File: config.mk
export PLATFORM = sky130hd
export DESIGN_NAME = add_sub_acc_hs
export DESIGN_NICKNAME = d
export VERILOG_FILES = /design/src/rtl/add_sub_acc_hs.sv
export SDC_FILE = /design/constraint.sdc
export NUM_CORES = 1
export LEC_CHECK = 0
export ABC_AREA = 1
export CORE_ASPECT_RATIO = 1.1
export CORE_MARGIN = 8
export CORE_UTILIZATION = 50
export CTS_CLUSTER_DIAMETER = 150
export DETAILED_ROUTE_END_ITERATION = 10
export DONT_BUFFER_PORTS = 1
export SYNTH_ARGS = -nofsm -noshare
export SYNTH_HDL_FRONTEND = slang
export SYNTH_SLANG_ARGS = --single-unit
File: constraint.sdc
create_clock -name clk -period 3.1 [get_ports clk]
set_input_delay 0.62 -clock clk [delete_from_list [all_inputs] [get_ports clk]]
set_output_delay 0.62 -clock clk [all_outputs]
set_load 0.005 [all_outputs]
File: src/rtl/add_sub_acc_hs.sv
// add_sub_acc_hs: WIDTH-bit add/subtract stage with valid/ready handshakes, an
// internal accumulator, optional signed saturation and an accepted-op counter.
module add_sub_acc_hs #(
    parameter int WIDTH = 8,
    parameter int CNT_W = 8
) (
    input  logic             clk,
    input  logic             rst,
    input  logic             in_valid,
    output logic             in_ready,
    input  logic [WIDTH-1:0] A,
    input  logic [WIDTH-1:0] B,
    input  logic             Sel,
    input  logic             AddSub,
    input  logic             Sat,
    input  logic             clr,
    output logic             out_valid,
    input  logic             out_ready,
    output logic [WIDTH-1:0] Z,
    output logic             Overflow,
    output logic             Carryout,
    output logic [CNT_W-1:0] op_count
);
    localparam logic [WIDTH-1:0] SMAX = {1'b0, {(WIDTH-1){1'b1}}};
    localparam logic [WIDTH-1:0] SMIN = {1'b1, {(WIDTH-1){1'b0}}};

    logic [WIDTH-1:0] z_q, z_d;
    logic             ovf_q, ovf_d;
    logic             cout_q, cout_d;
    logic             valid_q, valid_d;
    logic [WIDTH-1:0] acc_q, acc_d;
    logic [CNT_W-1:0] cnt_q, cnt_d;

    logic             accept_s;
    logic [WIDTH-1:0] x_s;
    logic [WIDTH-1:0] y_s;
    logic [WIDTH:0]   sum_s;
    logic             ovf_s;
    logic [WIDTH-1:0] res_s;

    // Single-entry output register: free when empty or being drained this cycle.
    assign in_ready = !rst && (!valid_q || out_ready);
    assign accept_s = in_valid && in_ready;

    // Operand selection, add/subtract and optional clamp of the accepted operation.
    always_comb begin
        x_s   = clr ? {WIDTH{1'b0}} : (Sel ? acc_q : A);
        y_s   = AddSub ? ~B : B;
        sum_s = {1'b0, x_s} + {1'b0, y_s} + {{WIDTH{1'b0}}, AddSub};
        ovf_s = (x_s[WIDTH-1] == y_s[WIDTH-1]) && (sum_s[WIDTH-1] != x_s[WIDTH-1]);
        if (Sat && ovf_s) begin
            res_s = x_s[WIDTH-1] ? SMIN : SMAX;
        end else begin
            res_s = sum_s[WIDTH-1:0];
        end
    end

    // Next-state for result, accumulator, counter and output valid.
    always_comb begin
        z_d     = z_q;
        ovf_d   = ovf_q;
        cout_d  = cout_q;
        valid_d = valid_q;
        acc_d   = acc_q;
        cnt_d   = cnt_q;
        if (accept_s) begin
            z_d     = res_s;
            ovf_d   = ovf_s;
            cout_d  = sum_s[WIDTH];
            valid_d = 1'b1;
            acc_d   = res_s;
            cnt_d   = clr ? CNT_W'(1) : cnt_q + CNT_W'(1);
        end else begin
            if (out_ready) begin
                valid_d = 1'b0;
            end else begin
                valid_d = valid_q;
            end
            if (clr) begin
                acc_d = {WIDTH{1'b0}};
                cnt_d = {CNT_W{1'b0}};
            end else begin
                acc_d = acc_q;
                cnt_d = cnt_q;
            end
        end
    end

    // State registers with asynchronous reset.
    always_ff @(posedge clk or posedge rst) begin
        if (rst) begin
            z_q     <= {WIDTH{1'b0}};
            ovf_q   <= 1'b0;
            cout_q  <= 1'b0;
            valid_q <= 1'b0;
            acc_q   <= {WIDTH{1'b0}};
            cnt_q   <= {CNT_W{1'b0}};
        end else begin
            z_q     <= z_d;
            ovf_q   <= ovf_d;
            cout_q  <= cout_d;
            valid_q <= valid_d;
            acc_q   <= acc_d;
            cnt_q   <= cnt_d;
        end
    end

    assign Z         = z_q;
    assign Overflow  = ovf_q;
    assign Carryout  = cout_q;
    assign out_valid = valid_q;
    assign op_count  = cnt_q;

endmodule

# [Word-level counts from Yosys, hierarchy flattened]
# Index checks and enable logic that the tools add are counted.
[op_classes] n_div=0 multipliers=0 bitwise_logic=1 magnitude_cmp=0 n_addsub=3 shifts=0 n_eq_ne=2 n_mux=11 reduce_logical=9
[ops] cell="$mux 8" n=9
[ops] cell="$add 8x8->9" n=1
[ops] cell="$add 9x1->9" n=1
[ops] cell="$add 8x1->8 const B" n=1
[ops] cell="$not 8->8" n=1
[ops] cell="$logic_and 1x1->1" n=4
[ops] cell="$reduce_bool 2->1" n=2
[ops] cell="$logic_not 1->1" n=2
[ops] cell="$mux 1" n=2
[ops] cell="$eq 1x1->1" n=1
[ops] cell="$logic_or 1x1->1" n=1
[ops] cell="$ne 1x1->1" n=1
[word_totals] memories=0 word_cells=32 in_bits=24 rom_bits=0 register_bits=27 ram_bits=0 output_inout_bits=20 latch_bits=0

# [Longest topological paths before layout]
# Gate-level depths: netlist of the first run.
[depth] ltp_word=9 ltp_mapped=17

# [Least setup slack after synthesis of the first run]
# No wires, ideal clock.
[synth_timing] path_type="input to register" from="input clr" to="register z_q[0] (netlist: Z[0])" arrival_ns=2.346 cell_stages=15 path_slack_ns=0.635 required_ns=2.981 cell_sequence="inv_2 clkbuf_1 o21ai_0 nor2_1 ha_1 a21oi_1 o21ai_1 a21oi_4 nand2_4 nand2_4 nand4_4 nand2_1 nand2_1 nand2_1 nand2_1"
[synth_between] elab_chain_len=7 word_cells_on_any_way=9
[synth_rtl] element="start, declared" line="16" text="input logic clr,"
[synth_rtl] element="$mux 8 (*)" line="47" text="x_s = clr ? {WIDTH{1'b0}} : (Sel ? acc_q : A);"
[synth_rtl] element="$add 8x8->9" line="49" text="sum_s = {1'b0, x_s} + {1'b0, y_s} + {{WIDTH{1'b0}}, AddSub};"
[synth_rtl] element="$add 9x1->9" line="49"
[synth_rtl] element="$ne 1x1->1" line="50" text="ovf_s = (x_s[WIDTH-1] == y_s[WIDTH-1]) && (sum_s[WIDTH-1] != x_s[WIDTH-1]);"
[synth_rtl] element="$logic_and 1x1->1" line="50"
[synth_rtl] element="$logic_and 1x1->1" line="51" text="if (Sat && ovf_s) begin"
[synth_rtl] element="$mux 8 (*)" line="51"
[synth_rtl] element="end signal, assigned" line="92" text="z_q <= {WIDTH{1'b0}};"
[synth_rtl] element="end signal, assigned" line="99" text="z_q <= z_d;"
[synth_rtl] element="end, declared" line="27" text="logic [WIDTH-1:0] z_q, z_d;"
# Every way passes the cells marked *; elsewhere a longest branch is shown, timed or not.
# A chain may end at the register's enable or synchronous reset.

# [Worst setup path after layout of the first run]
[layout_timing] from="input clr" to="register acc_q[4]"
[layout_between] elab_chain_len=8 word_cells_on_any_way=11
[layout_rtl] element="$mux 8" line="47"
[layout_rtl] element="$add 8x8->9" line="49"
[layout_rtl] element="$add 9x1->9" line="49"
[layout_rtl] element="$ne 1x1->1" line="50"
[layout_rtl] element="$logic_and 1x1->1" line="50"
[layout_rtl] element="$logic_and 1x1->1" line="51"
[layout_rtl] element="$mux 8" line="51"
[layout_rtl] element="$mux 8" line="66" text="if (accept_s) begin"
[layout_rtl] element="end signal, assigned" line="96" text="acc_q <= {WIDTH{1'b0}};"
[layout_rtl] element="end, declared" line="31" text="logic [WIDTH-1:0] acc_q, acc_d;"
# Several ways; a longest one is shown, not always the timed one.

==> flow_metrics.tcl, run 1 <==
set metrics [dict create \
    post_cts_buffers 0 \
    die_area_mm2 0.00579 \
    powerDensity_mw_per_mm2 497 \
    whs_path_depth 1 \
    peakVddDrop_mv 0.163 \
    final_cell_mix "nand2_1, dfrtp_1, nor2_1, inv_1, xor2_1" \
    cp_max_fo 15 \
    drc 0 \
    floorplan.initialDensity_pct 51.0 \
    row_count 23 \
    post-synth-top-area-cell "dfrtp_1" \
    fin_skew_ps 6.35 \
    drive_gt1_share_pct 12.3 \
    clock.fmax_mhz 436 \
    arrival_ps 2460 \
    met2_usage_pct 22.6 \
    status "complete, no violations" \
    cts-root-buf "clkbuf_8" \
    synthTopCellsByArea "dfrtp_1, nand2_1, xor2_1, ha_1, nor2_1" \
    coreArea_mm2 0.00354 \
    via_per_inst 5.02 \
    synthFlopType "dfrtp_1" \
    grt_start_max_net_pins 28 \
    drv.max_cap_violation_count 0 \
    routedWlPerCell_um 14.1 \
    area_growth_pct 3.95 \
    synthCells 219 \
    synth_top_area_share_pct 37.4 \
    cts_buffer_depth 2 \
    critical_path_class "in2reg" \
    setup_viol 0 \
    ys_seq_elements 27 \
    synth_fp_nets 252 \
    synth-edff-count 0 \
    grt_overflow_total 0 \
    grt_use_met1_pct 16.6 \
    final-hold-violation-count 0 \
    die_x_um 73.3 \
    cp.required_ps 3260 \
    wl_um 3790 \
    grt_pass1_wl_um 6410 \
    gp_congestion 0.788 \
    grt_usage_pct 13.8 \
    ys_warn_count 0 \
    insertion_delay_ps 270 \
    ant_nets 0 \
    num_vias 1350 \
    post_cts_resized 0 \
    synth_cell_types 35 \
    period_minus_slack_ps 2290 \
    dpl.hpwl_um 3150 \
    cp-start-kind "primary input" \
    synth_area_mm2 0.00181 \
    reg2reg_depth 13 \
    syn_area_per_cell_um2 8.24 \
    first_pass_iters 4 \
    endpoint_kind "flip-flop" \
    rsz0062_at_grt "no" \
    cts-hold-fix-buffers 0 \
    grt_pass1_vias 1348 \
    drv_slew 0 \
    p_leak_nw 0.997 \
    cts_tree "built" \
    cts.sinks 27 \
    clkTransAtPathRegs_ps 100 \
    layout_commonest_cell "nand2_1" \
    finalSetupTns_ps 0 \
    async_reset_ff_share_pct 100 \
    io_buffers 0 \
    ys_seq_area_share_pct 37.4 \
    top_usage_layer "met2" \
    holdCritPathClass "in2reg" \
    antennaDiodeCount 0 \
    use_met3_pct 3.78 \
    cts_max_level 1 \
    antenna_found_initial 0 \
    ios 44 \
    relSlewSlack_pct 32.5 \
    fin_nets 253 \
    dieHeight_um 79.0 \
    drtIter0Drc 43 \
    cts_made_buffers 3 \
    totalPowerFinal_uw 932 \
    period_share_pct 74.0 \
    worst_pin_slew_ps 1010 \
]
state kept, by name, summed over array words and instances, names as in the netlist:
| register | count |
|---|---|
| Overflow | 1 |
| acc_q | 8 |
| Z | 8 |
| Carryout | 1 |
| out_valid | 1 |
| op_count | 8 |
final timing paths:
check / startpoint / end / slack, ps
max in group asynchronous: rst / acc_q[3]$_DFFE_PP0P_ / 2020
hold / removal: clr / op_count[4]$_DFFE_PP0P_ / 400
setup / recovery: clr / acc_q[4]$_DFFE_PP0P_ / 810
hold reg to reg: acc_q[3]$_DFFE_PP0P_ / acc_q[3]$_DFFE_PP0P_ / 490
min in group asynchronous: rst / out_valid$_DFFE_PP0P_ / 470
setup reg to reg: acc_q[4]$_DFFE_PP0P_ / acc_q[4]$_DFFE_PP0P_ / 980
through the flow:
step	hold slack (ps)	setup slack [ps]	instance area [um2]	cells	util (%)
global placement	468	605	1830	265	51.7
finish	403	807	1880	269	53.0
global route	386	599	1880	269	53.0
detailed placement	467	503	1830	265	51.7
CTS	407	792	1880	269	53.0
floorplan	449	635	1810	219	-
cells in the mapped netlist, types with 3 or more instances:
cell and number:
ha_1 8, inv_1 15, xor2_1 12, a21oi_1 9
dfrtp_1 27, o21ai_0 9, nand2_4 5, o21ai_1 5
buf_6 3, nand3_1 6, nand2_1 70, nor2_1 20
where the power goes:
part           total [mW]  leakage, nW  internal, mW  switching, mW
Combinational       0.273        0.618         0.105          0.168
Sequential          0.457        0.354         0.410         0.0464
Clock               0.202       0.0255        0.0901          0.112
Total               0.932        0.997         0.606          0.326
kinds of logic after synthesis:
kind of cell,Yosys count,synth area share (%)
simple gates,119,34.4
flops,27,37.4
compound gates,26,8.18
buf+inv,24,6.51
xor+xnor,14,6.79
fa+ha+maj,9,6.65
worst max-delay path: stages:
cell	delay [ps]
inv_2	180
o21ai_0	130
nor2_1	120
ha_1	280
a21oi_1	200
o21ai_1	130
a21oi_4	190
nand2_4	90
nand2_4	70
nand4_4	120
nand2_1	90
nand2_1	50
nand2_1	100
nand2_1	70
layout make-up:
cell class | instances | area [um2]
clock buffers | 3 | 41.3
clock inverters | 1 | 5.00
well taps | 50 | 62.6
fillers | 370 | 1660
inverters | 20 | 80.1
multi-input cells | 168 | 1010
flip-flops and latches | 27 | 676
metal layers:
metal  wire (um)  share of wire, %
met2        1830                48
met5           0                 0
met3         332               8.8
met4          57               1.5
met1        1560                41
(Power assumes the default switching activity.)
==> inputs of run 2 (changes only) <==
PLACE_DENSITY = 0.68   (was unset)
clock period = 2 ns   (was 3.1 ns; I/O delays follow)
==> run 2 against run 1 <==
Combinational power grew 83%. Core utilization increased by 5.1 points. Critical path type is now reg2reg. Total power is 63% higher. Clock-buffer cell count unchanged. Flip-flop and latch count unchanged. Critical endpoint is now Z[7]$_DFFE_PP0P_. First-iteration DRC count grew 47%. Cell count up 5.6%. Global-route usage down 0.31 points. Wire length shrank 1.2%. Register-to-register slack worse by 980 ps. Clock skew up 2.0 ps. Highest routed layer unchanged. Die area stayed put.
==> flow_metrics.tcl, run 2 (synthesis gave the netlist of run 1 again) <==
set metrics [dict create \
    status "complete, no violations" \
    endpoint_kind "flip-flop" \
    powerDensity_mw_per_mm2 737 \
    die_x_um 73.3 \
    ant_nets 0 \
    routedWlPerCell_um 13.2 \
    layout_commonest_cell "nand2_1" \
    cp.required_ps 2170 \
    dieHeight_um 79.0 \
    row_count 23 \
    grt_pass1_vias 1384 \
    clkTransAtPathRegs_ps 90 \
    drtIter0Drc 63 \
    final-hold-violation-count 0 \
    antenna_found_initial 0 \
    num_vias 1367 \
    setup_viol 0 \
    cts.sinks 27 \
    ios 44 \
    grt_start_max_net_pins 28 \
    coreArea_mm2 0.00354 \
    grt_pass1_wl_um 6290 \
    period_minus_slack_ps 2000 \
    totalPowerFinal_mw 1.52 \
    cts_made_buffers 3 \
    holdCritPathClass "in2async" \
    wl_um 3740 \
    insertion_delay_ps 270 \
    fin_skew_ps 8.37 \
    period_share_pct 100 \
    cts_max_level 1 \
    floorplan.initialDensity_pct 51.0 \
    peakVddDrop_mv 0.271 \
    grt_usage_pct 13.5 \
    final_cell_mix "nand2_1, dfrtp_1, nor2_1, buf_4, inv_1" \
    dpl.hpwl_um 3090 \
    drv.max_cap_violation_count 0 \
    cp-start-kind "flip-flop" \
    clock.fmax_mhz 500 \
    p_leak_nw 1.08 \
    drive_gt1_share_pct 24.8 \
    area_growth_pct 14.0 \
    finalSetupTns_ps 0 \
    fin_nets 268 \
    die_area_mm2 0.00579 \
    drv_slew 0 \
    arrival_ps 2170 \
    relSlewSlack_pct 77.7 \
    worst_pin_slew_ps 335 \
    grt_overflow_total 0 \
    holdWs_ps 53.5 \
    io_buffers 0 \
    gp_congestion 0.746 \
    antennaDiodeCount 0 \
    cp_max_fo 4 \
    drc 0 \
    first_pass_iters 4 \
    via_per_inst 4.81 \
    cts-root-buf "clkbuf_8" \
    rsz0062_at_grt "yes" \
    cts_buffer_depth 2 \
    cts_tree "built" \
    fillers 347 \
    critical_path_class "reg2reg" \
]
run 2: cell types whose count changed in the layout (fill, tap and decap cells not counted), sizes merged:
cell,delta
buf,+15
run 2: layer usage:
metal  up-vias  GRT usage, %  part of all wire [%]
met3         4          3.02                   7.6
met1       597          16.0                    43
met2        37          22.8                    48
met4         0          5.40                   1.2
li1        729             -                     -
met5         -             0                     0
run 2: through the flow:
step	setup slack (ps)	utilization, %	area [um2]	cells
CTS	8.47	57.1	2020	283
finish	0.0993	58.1	2060	284
global placement	-76.2	55.7	1970	279
detailed placement	-79.1	55.7	1970	279
floorplan	-80.5	-	1870	219
global route	-200	58.1	2060	284
run 2: final timing paths:
| path | from | to | slack (ps) | cells after the start |
|---|---|---|---|---|
| min | rst | Z[7]$_DFFE_PP0P_ | 50 | 2 |
| min in group clk | clr | op_count[4]$_DFFE_PP0P_ | 180 | 1 |
| min reg2reg | acc_q[3]$_DFFE_PP0P_ | acc_q[3]$_DFFE_PP0P_ | 500 | 2 |
| max | acc_q[2]$_DFFE_PP0P_ | Z[7]$_DFFE_PP0P_ | 0.1 | 14 |
| max reg2reg | acc_q[2]$_DFFE_PP0P_ | Z[7]$_DFFE_PP0P_ | 0.1 | 14 |
| max in group asynchronous | rst | op_count[7]$_DFFE_PP0P_ | 1680 | 2 |
run 2: timing repair:
item | in CTS | in global routing
gates resized for setup | 0 | 10
pin swaps | 8 | 4
setup endpoints to repair | 14 | 17
hold buffers | 0 | 0
buffers inserted | 0 | 1
run 2: layout make-up:
class	count	area [um2]	share of cell area [%]
multi-input combinational	168	1070	51.9
clock inverter	1	5.00	0.243
timing repair buffer	15	113	5.47
tap	50	62.6	3.04
clock buffer	3	41.3	2.01
sequential	27	676	32.8
inverter	20	92.6	4.50
run 2: critical path, stage by stage, from the launching register on:
cell	delay, ps
dfrtp_1	400
nor2_1	110
nor2_1	60
ha_1	360
nand2_1	80
inv_1	70
nand3_2	90
nand2_4	100
nand2_4	60
nand2_4	80
buf_4	120
xor2_1	180
nand2_2	70
nand3_2	70
nand2_1	60
run 2: power breakdown:
| part | internal, mW | switching, mW |
|---|---|---|
| Clock | 0.140 | 0.166 |
| Sequential | 0.636 | 0.0758 |
| Combinational | 0.217 | 0.283 |
==> inputs of run 3 (changes only) <==
TNS_END_PERCENT = 1   (was unset)
==> run 3 against run 2 <==
The flow now finishes with violations (negative setup slack). Critical path depth down 1. Clock-buffer cell count rose by 1. Die area is the same. Sequential share of layout area decreased by 0.37 points. Sequential power hardly changed. Register-to-register slack lost 60 ps. Combinational power up 4.2%. First-iteration DRC count increased by 40%. Non-clock buffer count grew 6. Total power grew 0.74%. Setup slack worse by 57 ps. Critical endpoint is now Z[3]$_DFFE_PP0P_. Largest power group unchanged.
==> flow_metrics.tcl, run 3 (synthesis gave the netlist of run 1 again) <==
set metrics [dict create \
    status "finished, violations left" \
    violations "negative setup slack" \
    fin_skew_ps 3.65 \
    holdCritPathClass "in2async" \
    drv_slew 0 \
    area_growth_pct 15.3 \
    multi_input_comb_area_mm2 0.00106 \
    setup_slack_ps -56.4 \
    p_sw_uw 518 \
    wl_um 3870 \
    fillers 351 \
    fin_util_pct 58.8 \
    drv.max_cap_violation_count 0 \
    period_minus_slack_ps 2060 \
    drive_gt1_share_pct 26.3 \
    io_buffers 0 \
    num_vias 1398 \
    final_cell_mix "nand2_1, dfrtp_1, buf_4, nor2_1, inv_1" \
    crit_start "acc_q[4]$_DFFE_PP0P_" \
    power.internal_mw 1.01 \
    grt_start_max_net_pins 28 \
    post-place-ws_ps -183 \
    grt_pass1_wl_um 6360 \
    period_share_pct 103 \
    totalPowerFinal_mw 1.53 \
    grt_pass1_vias 1406 \
    die_x_um 73.3 \
    fin_area_mm2 0.00208 \
    clock.fmax_mhz 486 \
    post_dp_cell_area_mm2 0.00197 \
    layout_commonest_cell "nand2_1" \
    crit_top_cell "nand2_1" \
    relSlewSlack_pct 77.8 \
    endpoint_kind "flip-flop" \
    coreArea_mm2 0.00354 \
    cts_made_buffers 3 \
    ant_nets 0 \
    grt_use_met1_pct 16.0 \
    grt_overflow_total 0 \
    ios 44 \
    p_leak_nw 1.10 \
    final-hold-violation-count 0 \
    routedWlPerCell_um 13.3 \
    cts_tree "built" \
    dieHeight_um 79.0 \
    top_usage_layer "met2" \
    slowest_stage "dfrtp_1" \
    powerDensity_mw_per_mm2 734 \
    antennaDiodeCount 0 \
    worst_pin_slew_ps 333 \
    seqCellArea_um2 676 \
    cts.sinks 27 \
    cts_max_level 1 \
    first_pass_iters 4 \
    cts_buffer_depth 2 \
    grt_usage_pct 13.9 \
    reg2reg_from "acc_q[4]$_DFFE_PP0P_" \
    fin_nets 274 \
    clkPwrFrac_pct 19.3 \
    critPathTopFamily "simple AND/OR/NAND/NOR gates" \
    arrival_ps 2210 \
    insertion_delay_ps 260 \
    clkTransAtPathRegs_ps 80 \
    dpl.hpwl_um 3080 \
    via_per_inst 4.82 \
    cts-root-buf "clkbuf_8" \
    peakVddDrop_mv 0.252 \
    met2_usage_pct 23.5 \
    p_seq_share_pct 46.6 \
    gp_congestion 0.764 \
    finalSetupTns_ps -406 \
    row_count 23 \
    cp_slowest_stage_delay_ps 400 \
    die_area_mm2 0.00579 \
    cp-start-kind "flip-flop" \
    use_met3_pct 3.90 \
    cp_max_fo 8 \
    drtIter0Drc 88 \
    floorplan.initialDensity_pct 51.0 \
    netSwitchingFraction_pct 33.9 \
    setup_viol 14 \
    rsz0062_at_grt "yes" \
    crit_chain "nor2_1 > nor2_1 > ha_1 > a21oi_2 > o21ai_2 > a21oi_4 > nand2_4 > nand2_4 > nand4_4 > nand2_1 > nand2_1 > nand2_1 > nand2_1" \
    crit_buf_inv 0 \
    cp.required_ps 2150 \
    power.share.combinational_pct 34.1 \
    antenna_found_initial 0 \
    drc 0 \
    critical_path_class "reg2reg" \
]
-- run 3: cell types whose count changed in the layout (fill, tap and decap cells not counted), sizes merged --
cell	previous run	this run
clkinv	3	2
clkbuf	3	4
buf	15	21
-- run 3: path summary, 6_finish.rpt --
path,slack (ps),cells after the start,endpoint
max,-60,13,Z[3]$_DFFE_PP0P_
max in group asynchronous,1680,2,acc_q[4]$_DFFE_PP0P_
min,70,2,Z[6]$_DFFE_PP0P_
min reg2reg,490,2,acc_q[3]$_DFFE_PP0P_
min in group clk,200,1,op_count[4]$_DFFE_PP0P_
max reg2reg,-60,13,Z[3]$_DFFE_PP0P_
-- run 3: layout make-up --
cell class | instances | area share, %
flip-flops and latches | 27 | 32.5
clock buffers | 4 | 2.16
inverters | 20 | 3.85
multi-input cells | 168 | 51.0
repair buffers | 21 | 7.57
well taps | 50 | 3.00
-- run 3: timing repair --
action,4_1_cts,5_1_grt
setup buffers,0,3
setup endpoints to repair,6,17
gates resized for setup,3,12
pin swaps,0,17
hold buffers,0,0
-- run 3: per-layer routing --
layer / wire length (um) / share of wire [%] / vias up
met5: 0 / 0 / -
met2: 1910 / 49 / 29
met1: 1640 / 42 / 632
met3: 268 / 6.9 / 2
li1: - / - / 735
met4: 42 / 1.1 / 0
-- run 3: power by group through the flow --
stage	combinational, mW	clock (mW)	sequential [mW]
2_1_floorplan	0.376	0	0.698
3_3_place_gp	0.476	0	0.724
3_5_place_dp	0.487	0	0.724
4_1_cts	0.492	0.303	0.716
5_1_grt	0.591	0.327	0.725
6_report	0.521	0.295	0.713
-- run 3: through the flow --
| step | std cells | hold slack (ps) |
|---|---|---|
| finish | 290 | 73.5 |
| global route | 290 | 98.0 |
| CTS | 287 | 79.6 |
| detailed placement | 283 | 370 |
| global placement | 283 | 370 |
| floorplan | 219 | 449 |
==> RTL edit (config.mk and constraints of run 1) <==
The parameter `CNT_W` goes from 8 to 10.
--- a/src/rtl/add_sub_acc_hs.sv
+++ b/src/rtl/add_sub_acc_hs.sv
@@ -3,5 +3,5 @@
 module add_sub_acc_hs #(
     parameter int WIDTH = 8,
-    parameter int CNT_W = 8
+    parameter int CNT_W = 10
 ) (
     input  logic             clk,
Ports: changed (resized op_count); port bits go from 44 to 46. No check against the original RTL was run, so the function may have changed too.
==> RTL edit against run 1 <==
Final cell count grew 6.3%. Routed wire length increased by 8.4%. Sequential cell count increased by 2. Non-clock buffer count increased by 1. Utilization rose by 2.6 points. Synthesized area is 1.6% higher. Setup slack improved by 0.042 ns. Worst hold slack better by 0.0062 ns. Count of clock-buffer cells in the layout grew 4. Combinational power down 5%. Global-route usage up 1.0 points. Final area rose by 5.8%. Total power rose by 23%. Critical path type unchanged. Largest cell class unchanged. Largest power group unchanged. Highest routed layer unchanged.
==> RTL edit: results (changes against run 1) <==
==================================================================================================
Global-route total usage across every layer                                                 0.1481   +0.01031
GR met2 Demand/Resource                                                                     0.2387   +0.01219
Met1 WL                                                                                    1784 um   +14%
Net Sw Power                                                                              344.0 uW   +5.5%
Filler-free cell count of the finished design                                                  286   +6.3%
Routed met2 length                                                                         1914 um   +4.5%
PD cells                                                                              575.2 nW/um^2   +16%
Result of the run                                                                     finished clean
DR vias                                                                                       1456   +7.9%
Seq/Total Area, Yosys                                                                       0.3956   +0.02141
CTS Buf Count                                                                                    5   +2
Layout cells sized above 1                                                                  0.1229   -0.0004063
Power share of the combinational group                                                       0.227   -0.066
Synthesized netlist cell count                                                                 232   +5.9%
Count of unique library cells instantiated by Yosys                                             34   -2.9%
Vias in the first global route                                                                1452   +7.7%
Max Fanout on Critical Path                                                                     13   -2
Final weighted congestion in routability-driven placement                                   0.8484   +7.6%
Detailed-route wire length per cell                                                       14.35 um   +2.0%
Post-route cell area                                                                    1986 sq um   +5.8%
Resized cells post-CTS                                                                           0   unchanged
Adder and majority gate portion of the synthesized area                                    0.06548   -0.001044
Drt initial violations                                                                         122   +180%
Maximum vdd drop                                                                          179.7 uV   +10%
Detailed placement HPWL                                                                    3324 um   +5.7%
Clock transition time at the flip-flop clock pins of the worst setup and hold paths        0.06 ns   -0.04 ns
Number of placed cells counting well taps                                                      278   +4.9%
Most instantiated cells after synthesis                                               sky130_fd_sc_hd__nand2_1 (70), sky130_fd_sc_hd__dfrtp_1 (29), sky130_fd_sc_hd__inv_1 (19), sky130_fd_sc_hd__nor2_1 (19), sky130_fd_sc_hd__o21ai_0 (14)
Worst slack at placement                                                                 0.5684 ns   +0.06573 ns
Fin Clk Skew                                                                           0.007855 ns   +0.001503 ns
Cell Area, Placed                                                                       1869 sq um   +2.1%
WP data arrival                                                                            2.42 ns   -0.04 ns
Leakage power summed over all cells                                                       1.073 nW   +7.6%
Nets                                                                                           268   +5.9%
Leading cell types by total area after synthesis                                      sky130_fd_sc_hd__dfrtp_1 (40%), sky130_fd_sc_hd__nand2_1 (14%), sky130_fd_sc_hd__ha_1 (5.5%), sky130_fd_sc_hd__xor2_1 (5.3%), sky130_fd_sc_hd__inv_1 (3.9%)
GR Layer Usage met1                                                                         0.1817   +0.01590
Global Route met3 Usage                                                                    0.04271   +0.004930
==================================================================================================
[RTL edit: cell count changes in the layout (fill, tap and decap cells not counted), sizes merged, moves of 2 or more]
cell    delta
nor2       -2
a21oi      +2
clkinv     -2
clkbuf     +4
o21ai      +3
dfrtp      +2
inv        +6
nor3       +3
[RTL edit: final timing paths]
path | start | endpoint | slack [ns]
min reg2reg | acc_q[0] | acc_q[0] | 0.50
min in group asynchronous | rst | Z[5] | 0.48
min | clr | op_count[6] | 0.41
max reg2reg | acc_q[4] | Z[3] | 0.95
max in group asynchronous | rst | op_count[5] | 1.99
max | clr | Z[3] | 0.85
[RTL edit: cell type report]
| type | count | area [sq um] |
|---|---|---|
| Timing Repair Buffer | 1 | 7.507 |
| Clock buffer | 7 | 86.33 |
| Clock inverter | 1 | 30.03 |
| Tap cell | 50 | 62.56 |
| Inverter | 25 | 96.34 |
| Multi-Input combinational cell | 173 | 977.2 |
| Fill cell | 351 | 1583 |
| Sequential cell | 29 | 725.7 |
